## src/rtl/dmem_responder_if.sv

```systemverilog
// Request/response bundle between the memory stage and the data-memory responder.
// The master drives the request; the responder drives ready, the response pulse and busy.
interface dmem_responder_if;
    logic        req_valid;
    logic        req_ready;
    logic        req_we;
    logic [31:0] req_addr;
    logic [31:0] req_wdata;
    logic        resp_valid;
    logic [31:0] resp_rdata;
    logic        resp_err;
    logic        busy;

    modport master (
        output req_valid, req_we, req_addr, req_wdata,
        input  req_ready, resp_valid, resp_rdata, resp_err, busy
    );

    modport slave (
        input  req_valid, req_we, req_addr, req_wdata,
        output req_ready, resp_valid, resp_rdata, resp_err, busy
    );
endinterface

```

## src/rtl/dmem_responder.sv

```systemverilog
// Single-outstanding data memory: one request, response pulse LATENCY cycles later, no response backpressure.
// Optional DMEM_ALIGN_CHECK_EN flags misaligned accesses with resp_err and suppresses their writes.
module dmem_responder #(
    parameter int DEPTH_WORDS = 64,
    parameter int LATENCY     = 2
) (
    input  logic            clk,
    input  logic            reset,
    dmem_responder_if.slave bus
);
    localparam int ADDR_BITS = $clog2(DEPTH_WORDS);
    localparam int CNT_BITS  = (LATENCY > 2) ? $clog2(LATENCY - 1) : 1;

    typedef enum logic [1:0] {
        S_IDLE,
        S_WAIT,
        S_RESP
    } state_t;

    state_t                state_q, state_d;
    logic [CNT_BITS-1:0]   cnt_q, cnt_d;
    logic                  we_q, we_d;
    logic [ADDR_BITS-1:0]  idx_q, idx_d;
    logic [31:0]           wdata_q, wdata_d;
    logic                  mis_q, mis_d;
    logic                  err_w;
    logic                  wr_en;

    logic [31:0] mem [DEPTH_WORDS];

`ifdef DMEM_ALIGN_CHECK_EN
    assign err_w = mis_q;
`else
    assign err_w = 1'b0;
    logic unused_mis;
    assign unused_mis = mis_q;
`endif

    // Address bits above the array and the byte offset never select a word.
    logic unused_addr;
    assign unused_addr = ^{bus.req_addr[31:ADDR_BITS+2], bus.req_addr[1:0]};

    always_comb begin
        state_d        = state_q;
        cnt_d          = cnt_q;
        we_d           = we_q;
        idx_d          = idx_q;
        wdata_d        = wdata_q;
        mis_d          = mis_q;
        bus.req_ready  = 1'b0;
        bus.resp_valid = 1'b0;
        unique case (state_q)
            S_IDLE: begin
                bus.req_ready = 1'b1;
                if (bus.req_valid) begin
                    we_d    = bus.req_we;
                    idx_d   = bus.req_addr[ADDR_BITS+1:2];
                    wdata_d = bus.req_wdata;
                    mis_d   = |bus.req_addr[1:0];
                    if (LATENCY == 1) begin
                        state_d = S_RESP;
                    end else begin
                        state_d = S_WAIT;
                        cnt_d   = CNT_BITS'(LATENCY - 2);
                    end
                end
            end
            S_WAIT: begin
                if (cnt_q == '0) begin
                    state_d = S_RESP;
                end else begin
                    cnt_d = cnt_q - CNT_BITS'(1);
                end
            end
            S_RESP: begin
                bus.resp_valid = 1'b1;
                state_d        = S_IDLE;
            end
            default: state_d = S_IDLE;
        endcase
    end

    // Read data comes straight off the array during RESP; no output register.
    assign bus.resp_err   = (state_q == S_RESP) && err_w;
    assign bus.resp_rdata = (state_q == S_RESP && !we_q && !err_w) ? mem[idx_q] : '0;
    assign bus.busy       = (state_q == S_IDLE && bus.req_valid) || (state_q == S_WAIT);
    assign wr_en          = !reset && (state_q == S_RESP) && we_q && !err_w;

    always_ff @(posedge clk) begin
        if (reset) begin
            state_q <= S_IDLE;
            cnt_q   <= '0;
            we_q    <= 1'b0;
            idx_q   <= '0;
            wdata_q <= '0;
            mis_q   <= 1'b0;
        end else begin
            state_q <= state_d;
            cnt_q   <= cnt_d;
            we_q    <= we_d;
            idx_q   <= idx_d;
            wdata_q <= wdata_d;
            mis_q   <= mis_d;
        end
    end

    always_ff @(posedge clk) begin
        if (wr_en) begin
            mem[idx_q] <= wdata_q;
        end
    end
endmodule

```

## src/flat_wrapper.sv

```systemverilog
// flat-port wrapper written by rule: the top's interface ports become plain ports
module dmem_responder_flat 
#(
    parameter int DEPTH_WORDS = 64,
    parameter int LATENCY     = 2
)
  (clk, reset, bus_req_valid, bus_req_we, bus_req_addr, bus_req_wdata, bus_req_ready, bus_resp_valid, bus_resp_rdata, bus_resp_err, bus_busy);
  dmem_responder_if bus_i ();
  input  logic clk;
  input  logic reset;
  input wire logic [$bits(bus_i.req_valid)-1:0] bus_req_valid;
  input wire logic [$bits(bus_i.req_we)-1:0] bus_req_we;
  input wire logic [$bits(bus_i.req_addr)-1:0] bus_req_addr;
  input wire logic [$bits(bus_i.req_wdata)-1:0] bus_req_wdata;
  output wire logic [$bits(bus_i.req_ready)-1:0] bus_req_ready;
  output wire logic [$bits(bus_i.resp_valid)-1:0] bus_resp_valid;
  output wire logic [$bits(bus_i.resp_rdata)-1:0] bus_resp_rdata;
  output wire logic [$bits(bus_i.resp_err)-1:0] bus_resp_err;
  output wire logic [$bits(bus_i.busy)-1:0] bus_busy;
  assign bus_i.req_valid = bus_req_valid;
  assign bus_i.req_we = bus_req_we;
  assign bus_i.req_addr = bus_req_addr;
  assign bus_i.req_wdata = bus_req_wdata;
  assign bus_req_ready = bus_i.req_ready;
  assign bus_resp_valid = bus_i.resp_valid;
  assign bus_resp_rdata = bus_i.resp_rdata;
  assign bus_resp_err = bus_i.resp_err;
  assign bus_busy = bus_i.busy;
  dmem_responder #(.DEPTH_WORDS(DEPTH_WORDS), .LATENCY(LATENCY)) u_core (.clk(clk), .reset(reset), .bus(bus_i));
endmodule
```

## config.mk

```make
export PLATFORM = sky130hd
export DESIGN_NAME = dmem_responder_flat
export DESIGN_NICKNAME = d
export VERILOG_FILES = /design/src/rtl/dmem_responder_if.sv /design/src/rtl/dmem_responder.sv /design/src/flat_wrapper.sv
export SDC_FILE = /design/constraint.sdc
export NUM_CORES = 2
export LEC_CHECK = 0
export BUFFER_PORTS_ARGS = -buffer_cell sky130_fd_sc_hd__buf_2
export CORE_ASPECT_RATIO = 0.75
export CORE_UTILIZATION = 55
export CTS_CLUSTER_DIAMETER = 80
export DETAILED_ROUTE_END_ITERATION = 8
export GPL_TIMING_DRIVEN = 0
export MAX_ROUTING_LAYER = met4
export PLACE_DENSITY = 0.67
export SYNTH_ARGS = -nofsm -noshare
export SYNTH_HDL_FRONTEND = slang
export SYNTH_SLANG_ARGS = --single-unit
```

## constraint.sdc

```tcl
create_clock -name clk -period 9.73 [get_ports clk]
set_input_delay 0.4865 -clock clk [delete_from_list [all_inputs] [get_ports clk]]
set_output_delay 0.4865 -clock clk [all_outputs]
set_load 0.02 [all_outputs]
```

# ---- Word-level counts from Yosys, hierarchy flattened
# Memories as Yosys holds them, arrays and structs flattened. A register that Yosys moved wholly into a read port is not among the register bits.
# Cells that the tools add are included.
dict set report totals {
  ff_bits 42
  ram_bits 2048
  in_bits 68
  word_cells 36
  n_memories 1
}
# name depth word_bits read_ports rd_clocked_by_memory_dff write_ports line
set memory_table {}
lappend memory_table {u_core.mem 64 32 1 1 1 dmem_responder.sv:29} ;# logic [31:0] mem [DEPTH_WORDS];
dict set report op_classes {
  addsub 1
  n_eq_ne 4
  mux 13
  n_reduce_logical 12
}
# cell count
set ops {}
lappend ops {{2-to-1 mux 32 bit} 1}
lappend ops {{2-to-1 mux 6 bit} 2}
lappend ops {{2-to-1 mux 1 bit} 6}
lappend ops {{AND reduction 2 bit} 3}
lappend ops {{logical AND 1 bit} 4}
lappend ops {{2-to-1 mux 2 bit} 2}
lappend ops {{!= test 2 bit (second input constant)} 2}
lappend ops {{one-hot mux 2 bit (2 select lines)} 1}
lappend ops {{== test 2 x 1 -> 1 bit (second input constant)} 1}
lappend ops {{== test 2 bit (second input constant)} 1}
lappend ops {{logical NOT 1 bit} 2}
lappend ops {{logical NOT 2 bit} 1}
lappend ops {{one-hot mux 1 bit (2 select lines)} 1}
lappend ops {{nonzero test 2 bit} 1}
lappend ops {{logical OR 1 bit} 1}
lappend ops {{subtractor 1 bit (second input constant)} 1}

# ---- Longest topological paths before layout
dict set report depth {
  word_depth 5
  mapped_depth 11
}

# ---- Worst setup path after synthesis
# No wires, ideal clock.
dict set report synth_timing {
  path_type {register -> register}
  from {reg u_core.state_q[1]}
  to {mem u_core.mem[30][0], enable pin}
  setup_time_ns 0.421
  t_arrival_ns 2.998
  t_required_ns 9.309
  setup_slack_ns 6.311
  stages_incl_launch_ff 5
  n_path_buf 0
  cell_sequence {dfxtp_1 nor2b_1 nor4bb_1 nand3_1 nor2_1}
}
dict set report synth_via {
  elab_chain_len 5
}
# element line
set synth_rtl {}
lappend synth_rtl {{start: declaration} dmem_responder.sv:20} ;# state_t state_q, state_d;
lappend synth_rtl {{start signal: assignment} dmem_responder.sv:98} ;# state_q <= state_d;
lappend synth_rtl {{== test 2 bit} -}
lappend synth_rtl {{logical AND 1 bit (2 in a row)} dmem_responder.sv:87} ;# assign wr_en = !reset && (state_q == S_RESP) && we_q && !err_w;
lappend synth_rtl {{2-to-1 mux 1 bit} dmem_responder.sv:108} ;# if (wr_en) begin
lappend synth_rtl {{2-to-1 mux 1 bit (not written as such)} dmem_responder.sv:109} ;# mem[idx_q] <= wdata_q;
lappend synth_rtl {{end: declaration} dmem_responder.sv:29}
# No other way between the ends.

==> results.ini <==
[power_and_ir_drop]
p_int_mw = 14.6
p_leak_nw = 30.2
vdd_ir_drop_max_v = 0.000161
power_density_mw_per_mm2 = 203
p_sw_mw = 4.28
clockPowerShare_pct = 40.7
sequentialPowerShare_pct = 53.1
swShare_pct = 22.7
pwr-share-comb_pct = 6.2

[place]
placed_area_mm2 = 0.0863
globalplace.congestion = 0.973
hpwl_mm = 187
port_buffers = 75

[synthesis]
avgSynthCellArea_um2 = 22.3
ys_seq_area_share_pct = 78.0
synth_edf_count = 2048
syn_area_mm2 = 0.0800
synth-seq-cells = 2095
synth_fp_nets = 3649
async_flop_share_pct = 0
synth_cells = 3581
yosysWarnings = 0
ys.flop_type = edfxtp_1
ys_types = 51

[grt]
grt_pass1_wl_mm = 368
grt-ovfl-total = 0
grt_util_met3_pct = 17.6
first_global_vias = 42100
track_usage_pct = 39.2
grt_antenna_before_repair = 22
met2_usage_pct = 51.4
use_met1_pct = 52.0
grt_max_degree = 66
grt-busiest-layer = met1

[min_path]
min_to = u_core.state_q[1]
hp-start = reset
worstHoldPathCells = 2
hp-class = input pin to flip-flop

[cts]
cts_buffer_depth = 3
cts_hold_buf = 38
cts_buffers = 191
cts_setup_buffers = 0
cts_resized = 0
cts_tree = done
cts-root-buf = clkbuf_16
h-tree-depth = 4
clkTransAtPathRegs_ps = 60
clock_sinks = 2095
insertion_delay_ps = 860

[sta]
fin_setup_tns_ps = 0
grt_setup_unrepaired = no
hold_viol_final = 0
setup_viol = 0
period_needed_ps = 6760
slew_headroom_pct = -8.60
period_share_pct = 69.5
fin_worst_skew_ps = 35.7
tightest_slew_ps = 1630
slew_violations = 68
fmax_mhz = 148

[die]
initial_utilization_pct = 55.7
rows = 120
die_area_mm2 = 0.147
die_y_um = 332
core-area_mm2 = 0.144
dieWidth_um = 442
io-pin-count = 104

[flow_run]
drv_cap = 8

[route]
drt_iter0_drc = 9830
drt_first_pass_iters = 9
ant_nets = 0
drc = 0
routed_via_density = 7.34
vias = 44700
wl_mm = 277
wl_per_cell_um = 45.4

[outcome]
status = finished, violations left
violations = capacitance limit, slew limit

[setup_path]
cp_common_cell = clkbuf_1
rrSetupSlack_ps = 5200
worstPathMaxFanout = 10
r2r-start = u_core.state_q[1]
cp_cell_sequence = clkbuf_1 -> buf_2 -> clkbuf_1 -> clkbuf_1 -> a21oi_1 -> o2bb2ai_1 -> buf_2
worstSetupPathType = flip-flop to output pin
slowest_stage = clkbuf_1
arrival_ps = 6280
timing.rr.end = u_core.mem[14][11]
endpoint_kind = output pin
reg2regPathDepth = 6
startpoint_type = flip-flop
critPathRequiredTime_ps = 9240
critPathMaxStageDelay_ps = 1000

[finish]
final_nets = 4089
final_cell_mix = 2048 x edfxtp_1, 531 x mux4_2, 193 x clkbuf_16
final_area_mm2 = 0.0930
final_common_cell = edfxtp_1
drive_above_1_share_pct = 30.5
area_delta_synth_final_pct = 16.2

power by group through the flow:
stage	Sequential [mW]	Combinational (mW)	Clock, mW
2_1_floorplan	10.2	0.538	0
6_report	10.0	1.17	7.68
5_1_grt	10.0	1.17	7.99
4_1_cts	10.0	1.11	7.66
3_5_place_dp	10.2	1.09	0
3_3_place_gp	10.3	0.941	0
final cells by class:
cell class,count,area (um^2)
timing repair buffer,247,3750
buffer,198,1130
fill,9207,50600
clock buffer,219,4940
inverter,3,11.3
multi-input combinational,1285,16900
clock inverter,135,1320
tap,1891,2370
sequential,2095,62500
antenna,20,50.0
cells in the mapped netlist, types with 37 or more instances:
cell type | instances | area, um^2
a22oi_1 | 42 | 315
mux4_2 | 531 | 12000
edfxtp_1 | 2048 | 61500
buf_4 | 44 | 330
o22ai_1 | 37 | 231
nor2_1 | 101 | 379
nand2_1 | 161 | 604
buf_2 | 60 | 300
dfxtp_1 | 47 | 941
clkbuf_1 | 61 | 229
a21oi_1 | 96 | 480
mux2i_1 | 83 | 831
per-layer routing:
metal,up-vias,routed length [um]
met5,-,0
li1,16100,-
met2,4575,114000
met4,0,16400
met1,23200,95300
met3,879,50900
how the worst max path moves through the flow:
stage          cells after the start            endpoint  slack (ps)
6_report                           7  bus_resp_rdata[26]        2970
5_1_grt                            7  bus_resp_rdata[26]        3540
4_1_cts                            7  bus_resp_rdata[26]        3600
3_5_place_dp                       7  bus_resp_rdata[26]        4550
3_3_place_gp                       4   u_core.mem[40][3]        2590
2_1_floorplan                      4   u_core.mem[30][0]        6310
sequential cells by signal, summed over array words and instances (netlist names), named ones only:
signal          flops
u_core.idx_q        6
u_core.we_q         1
u_core.mem       2048
u_core.state_q      2
u_core.wdata_q     32
per-stage QoR:
stage / instances / utilization, % / hold WS (ps) / setup WS, ps / power [mW]
2_1_floorplan: 3581 / - / 451 / 6310 / 10.7
3_3_place_gp: 5547 / 57.7 / 482 / 2590 / 11.2
6_report: 6093 / 64.8 / 34.7 / 2970 / 18.9
5_1_grt: 6087 / 64.8 / 93.6 / 3540 / 19.2
4_1_cts: 6072 / 64.7 / 0.833 / 3600 / 18.8
3_5_place_dp: 5680 / 60.1 / 487 / 4550 / 11.3
critical path, delay by kind of cell, from the launching register on:
family,cells,cell delay [ps]
DFF,1,320
AOI/OAI and AO/OA,2,1210
buffers and inverters,5,3840
logic make-up (layout without fill, tap and decap cells):
group / Yosys count / in the layout / share of synthesized area, %
flip-flops: 2095 / 2095 / 78.0
AND/OR/NAND/NOR: 358 / 358 / 1.94
AO/OA/AOI/OAI: 300 / 300 / 2.44
buffers and inverters: 201 / 802 / 1.42
other: 1 / 21 / 0.00469
multiplexers: 626 / 626 / 16.2
Note: power is estimated with default switching activity, not from simulation.
